--- config.mk ---
export PLATFORM = sky130hd
export DESIGN_NAME = serial_subtractor
export DESIGN_NICKNAME = d
export VERILOG_FILES = /design/src/rtl/serial_sub_pkg.sv /design/src/rtl/serial_subtractor_cell.sv /design/src/rtl/serial_subtractor.sv
export SDC_FILE = /design/constraint.sdc
export NUM_CORES = 1
export LEC_CHECK = 0
export CAP_MARGIN = 20
export CORE_MARGIN = 5
export CORE_UTILIZATION = 45
export CTS_CLUSTER_DIAMETER = 100
export DETAILED_ROUTE_END_ITERATION = 16
export MAX_ROUTING_LAYER = met4
export PLACE_DENSITY = 0.7
export SETUP_SLACK_MARGIN = 0.2
export SLEW_MARGIN = 30
export SYNTH_ARGS = -nofsm -noshare
export SYNTH_HDL_FRONTEND = slang
export SYNTH_SLANG_ARGS = --single-unit
--- constraint.sdc ---
create_clock -name clk -period 2.4 [get_ports clk]
set_input_delay 0.48 -clock clk [delete_from_list [all_inputs] [get_ports clk]]
set_output_delay 0.48 -clock clk [all_outputs]
set_load 0.005 [all_outputs]
--- src/rtl/serial_sub_pkg.sv ---
// serial_sub_pkg: shared state encoding for the bit-serial subtractor
package serial_sub_pkg;
  typedef enum logic [1:0] {
    ST_IDLE = 2'd0,
    ST_RUN  = 2'd1,
    ST_DONE = 2'd2
  } state_t;
endpackage

--- src/rtl/serial_subtractor_cell.sv ---
// full_sub_cell: 1-bit full subtractor, d = x - y - c with borrow-out bo
module full_sub_cell (
  output logic d,
  output logic bo,
  input  logic x,
  input  logic y,
  input  logic c
);
  assign d  = x ^ y ^ c;
  assign bo = (~x & y) | (~(x ^ y) & c);
endmodule

--- src/rtl/serial_subtractor.sv ---
// serial_subtractor: bit-serial a - b - bin, LSB first, one bit per clock with start/busy/done
import serial_sub_pkg::*;
module serial_subtractor #(
  parameter int WIDTH = 8
) (
  input  logic             clk,
  input  logic             rst,
  input  logic             start,
  input  logic [WIDTH-1:0] a,
  input  logic [WIDTH-1:0] b,
  input  logic             bin,
  output logic             busy,
  output logic             done,
  output logic [WIDTH-1:0] diff,
  output logic             bout
);
  localparam int CW = $clog2(WIDTH);
  state_t state, state_n;
  logic [WIDTH-1:0] ra, rb, sr;
  logic [CW-1:0] cnt;
  logic brw, d, bo, accept, last;
  full_sub_cell u_cell (.d(d), .bo(bo), .x(ra[0]), .y(rb[0]), .c(brw));
  assign busy = state == ST_RUN;
  assign done = state == ST_DONE;
  always_comb begin
    accept  = start && state != ST_RUN;
    last    = busy && cnt == CW'(WIDTH - 1);
    state_n = accept ? ST_RUN : last ? ST_DONE : busy ? ST_RUN : ST_IDLE;
  end
  always_ff @(posedge clk or posedge rst)
    if (rst) state <= ST_IDLE;
    else state <= state_n;
  // Result registers update only on the completion edge so they hold the previous result during RUN
  always_ff @(posedge clk or posedge rst)
    if (rst) begin
      ra   <= '0;
      rb   <= '0;
      sr   <= '0;
      brw  <= 1'b0;
      cnt  <= '0;
      diff <= '0;
      bout <= 1'b0;
    end else if (accept) begin
      ra  <= a;
      rb  <= b;
      brw <= bin;
      cnt <= '0;
    end else if (busy) begin
      ra  <= {1'b0, ra[WIDTH-1:1]};
      rb  <= {1'b0, rb[WIDTH-1:1]};
      sr  <= {d, sr[WIDTH-1:1]};
      brw <= bo;
      cnt <= cnt + 1'b1;
      if (last) begin
        diff <= {d, sr[WIDTH-1:1]};
        bout <= bo;
      end
    end
endmodule
# --- Word-level counts from Yosys, hierarchy flattened ---
# Index checks and enable logic that the tools add are counted.
totals:
  word_cells: 37
  input_bits: 20
  reg_bits: 39
op_classes:
  addsub: 1
  n_reduce_logical: 5
  muxes: 11
  eq_ne: 4
  n_bitwise: 8
ops:
  columns: ["operator", "n"]
  rows:
  - ["$mux W8", 4]
  - ["$mux W3", 2]
  - ["$mux W2", 2]
  - ["$add A3 B1 Y3 const B", 1]
  - ["$eq A3 B3 Y1 const B", 1]
  - ["$mux W1", 3]
  - ["$not A1 Y1", 3]
  - ["$reduce_and A3 Y1", 1]
  - ["$and A1 B1 Y1", 2]
  - ["$eq A2 B1 Y1 const B", 1]
  - ["$eq A2 B2 Y1 const B", 1]
  - ["$logic_and A1 B1 Y1", 2]
  - ["$ne A2 B1 Y1 const B", 1]
  - ["$reduce_and A2 Y1", 1]
  - ["$reduce_bool A2 Y1", 1]
  - ["$xor A1 B1 Y1", 2]
  - ["$or A1 B1 Y1", 1]

# --- Depth between registers and ports, before layout ---
depth:
  word_depth: 6
  mapped_depth: 5
  depth_no_buf: 4

# --- Cells and area by module ---
# Synthesis repeated with hierarchy kept, for this count alone.
unflattened:
  hier_cells: 130
  area_unflattened_um2: 1669.1
modules_own_cells:
  columns: ["module", "cells_per_inst", "n_inst", "area_per_inst_um2"]
  rows:
  - ["serial_subtractor", 126, 1, 1637.8]
  - ["full_sub_cell", 4, 1, 31.3]

# --- Worst setup path after synthesis ---
# OpenSTA, ideal clock, no wires.
synth_timing:
  kind: "register -> register"
  from: "register cnt[0]"
  to: "register diff[0]"
  setup_time_ns: 0.125
  required_ns: 2.275
  setup_slack_ns: 0.918
  path_stages_with_launch: 6
  t_arrival_ns: 1.357
  period_less_slack_ns: 1.482
  path_buffers: 1
  cell_sequence: "dfrtp_1 ha_1 ha_1 nand3b_1 buf_2 mux2_2"
synth_via:
  elab_chain_cells: 3
synth_lines:
  columns: ["element", "line", "text"]
  rows:
  - ["start, declared", "serial_subtractor.sv:20", "logic [CW-1:0] cnt;"]
  - ["start signal, assigned", "serial_subtractor.sv:53", "cnt <= cnt + 1'b1;"]
  - ["$eq A3 B3 Y1", "serial_subtractor.sv:27", "last = busy && cnt == CW'(WIDTH - 1);"]
  - ["$logic_and A1 B1 Y1", "serial_subtractor.sv:27", null]
  - ["$reduce_and A3 Y1 (no source line)", null, null]
  - ["end signal, assigned", "serial_subtractor.sv:55", "diff <= {d, sr[WIDTH-1:1]};"]
  - ["end, declared", "serial_subtractor.sv:14", "output logic [WIDTH-1:0] diff,"]
# Every way passes these cells.
# A chain may end at the register's enable or synchronous reset.

# --- Worst setup path after layout ---
layout_timing:
  from: "register state[1]"
  to: "output port busy"
layout_via:
  elab_chain_cells: 1
layout_lines:
  columns: ["element", "line", "text"]
  rows:
  - ["start, declared", "serial_subtractor.sv:18", "state_t state, state_n;"]
  - ["start signal, assigned", "serial_subtractor.sv:32", "else state <= state_n;"]
  - ["$eq A2 B1 Y1", "serial_subtractor.sv:23", "assign busy = state == ST_RUN;"]
  - ["end, declared", "serial_subtractor.sv:12", "output logic busy,"]
# Every way passes these cells.

==> summary.txt <==
Floorplan
  • I/O pin total: 31
  • Initial Util: 47.4%
  • Die width: 72.8 µm
  • Cell row count: 22
  • Die area: 5300 µm²
  • Core area: 3740 µm²
  • Die Span Y: 72.8 µm

Synthesis
  • Synth Area in Simple Gates: 2.61%
  • Synthesized Nets: 136
  • Compound-gate portion of the synthesized area: 0%
  • Synth cell types: 15
  • Post-Synth XOR/XNOR Area: 0%
  • Post-Syn Area: 1770 µm²
  • #FFs+latches synth: 38
  • Yosys warnings: 0
  • Register area share after synthesis: 53.6%
  • Largest family of logic cells by synthesized area: multiplexers
  • Synth Instances: 113
  • Mean post-synth cell area: 15.7 µm²
  • Adder-cell share of the synthesized area: 2.54%
  • Mux share of post-synthesis cell area: 37.4%

Global route
  • Largest net degree at the start of global routing: 39
  • Initial antenna violation count: 0
  • First-pass GRT wire length: 5.04 mm
  • Total Routing Usage GR: 13.0%
  • Vias in the first global route: 1100
  • Grt total ovfl: 0

Clocking
  • Reg clk slew, reported paths: 70 ps
  • CTS Buf Count: 5
  • Clk_lat worst skew: 280 ps
  • Clock root cell: clkbuf_8
  • Hold Buf Count CTS: 0
  • Max Root-Sink Buffers: 2
  • # Post-CTS Setup Buffers: 0
  • CTS H-Tree Depth: 2
  • CTS tree: done
  • CTS sink cnt: 38
  • PostCTS Resize Cnt: 0

Setup path
  • Setup crit start kind: register
  • Critical Path Sink Type: primary output
  • Critical Path RT: 1920 ps
  • Worst reg-to-reg path cell count: 4
  • Max FO, Critical Path: 9
  • CP Class: reg -> out
  • RR Endpoint: diff[4]
  • Arrival time at the worst endpoint: 1540 ps
  • FF-to-FF setup slack: 680 ps
  • Worst reg2reg startpoint: cnt[0]

STA
  • RSZ-0062 raised after global routing: no
  • Part of the cycle the worst path needs: 84.2%
  • Setup TNS: 0 ps
  • WHS: 489 ps
  • Rel. slew slack: 63.5%
  • Clock skew: 8.33 ps
  • Fmax: 495 MHz
  • Final WS setup: 378 ps
  • Worst-margin pin slew: 546 ps
  • # setup viols final: 0
  • Slew Viols, Final: 0
  • Final Hold Fails: 0
  • Final min period: 2020 ps

Route
  • Detailed Route Iter0 Violations: 40
  • Vias/cell: 4.86
  • ANT nets after route: 0
  • Routed vias: 962
  • DRT Wirelength: 3.02 mm
  • DRC viols: 0
  • Routed len/inst: 15.3 µm
  • DRT Pass-1 Iters: 4

Power
  • Peak VDD IR: 0.583 mV
  • Power Dens Cells: 1170 nW/µm²
  • Pleak: 0.00103 µW

Final layout
  • Final Core Density: 59.1%
  • Most frequent cells in the layout: 38 x dfrtp_1, 30 x clkdlybuf4s50_1, 23 x mux2_4
  • Area delta synth->final: 24.8%
  • Diode count: 0
  • Layout Nets: 172
  • Commonest non-fill, non-tap cell in the layout: dfrtp_1
  • Layout cells sized above 1: 38.0%
  • Filler cells: 314

Place
  • Global placer's final weighted congestion: 0.702
  • # port buffers: 30
  • Post-DP HPWL: 2.07 mm
  • Worst Setup Slack post-DPL: 405 ps

Hold path
  • Worst hold path type: reg -> reg
  • Hold EP: cnt[0]
  • Hold Path Depth: 1
  • HP Start: cnt[0]

Flow run
  • Maximum capacitance violations: 0

Outcome
  • Status: completed
## sequential cells by signal (all words and copies together), names as in the netlist
name,flops
cnt,3
brw,1
diff,8
rb,8
state,2
sr,7
ra,8
bout,1
## report_power, final
group	switching, µW	internal, µW	leakage (µW)
Sequential	164	931	0.000462
Clock	203	231	0.0000482
Combinational	359	697	0.000522
Total	727	1860	0.00103
## critical path, stage by stage, from the launching register on
cell,delay [ps]
dfrtp_1,380
nand2b_1,170
inv_2,180
clkdlybuf4s50_1,540
## cell type report
class	instances	area [µm²]	area share, %
clock inverters	1	5.00	0.226
flip-flops and latches	38	951	43.0
well taps	48	60.1	2.71
multi-input cells	63	754	34.1
repair buffers	34	330	14.9
inverters	7	26.3	1.19
clock buffers	7	86.3	3.90
## kinds of logic (layout without fill, tap and decap cells)
kind of cell / count (synthesis) / after routing
flops: 38 / 38
simple gates: 8 / 8
mux: 52 / 52
fa+ha+maj: 3 / 3
buf+inv: 12 / 49
## through the flow
step | power (µW) | cells | area (µm²)
floorplan | 1820 | 113 | 1770
global placement | 2120 | 190 | 2120
detailed placement | 2170 | 190 | 2120
CTS | 2630 | 198 | 2210
global route | 2760 | 198 | 2210
finish | 2590 | 198 | 2210
## how the worst max path moves through the flow
stage	to	slack (ps)	depth (start not counted)	startpoint
after global placement	ra[1]	440	4	start
final	busy	380	3	state[1]
after floorplan	diff[0]	920	5	cnt[0]
after detailed placement	ra[1]	400	4	start
after CTS	busy	360	3	state[1]
after global routing	busy	300	3	state[1]
## synthesized netlist by cell type (all sizes together)
cell | instances | area [µm²]
mux2 | 45 | 593
mux2i | 7 | 70.1
buf | 5 | 42.5
inv | 7 | 26.3
nor2 | 2 | 7.51
nor2b | 3 | 18.8
ha | 2 | 25.0
dfrtp | 38 | 951
fa | 1 | 20.0
nand2b | 2 | 12.5
nand3b | 1 | 7.51
## per-layer routing
layer	global-route usage, %	part of all wire [%]	vias to the layer above
met5	-	0	-
met4	3.07	0	0
met3	5.92	4.6	0
met2	20.1	49	22
met1	15.4	47	481
li1	-	-	459
No activity file was read; power rests on OpenSTA's default activity.
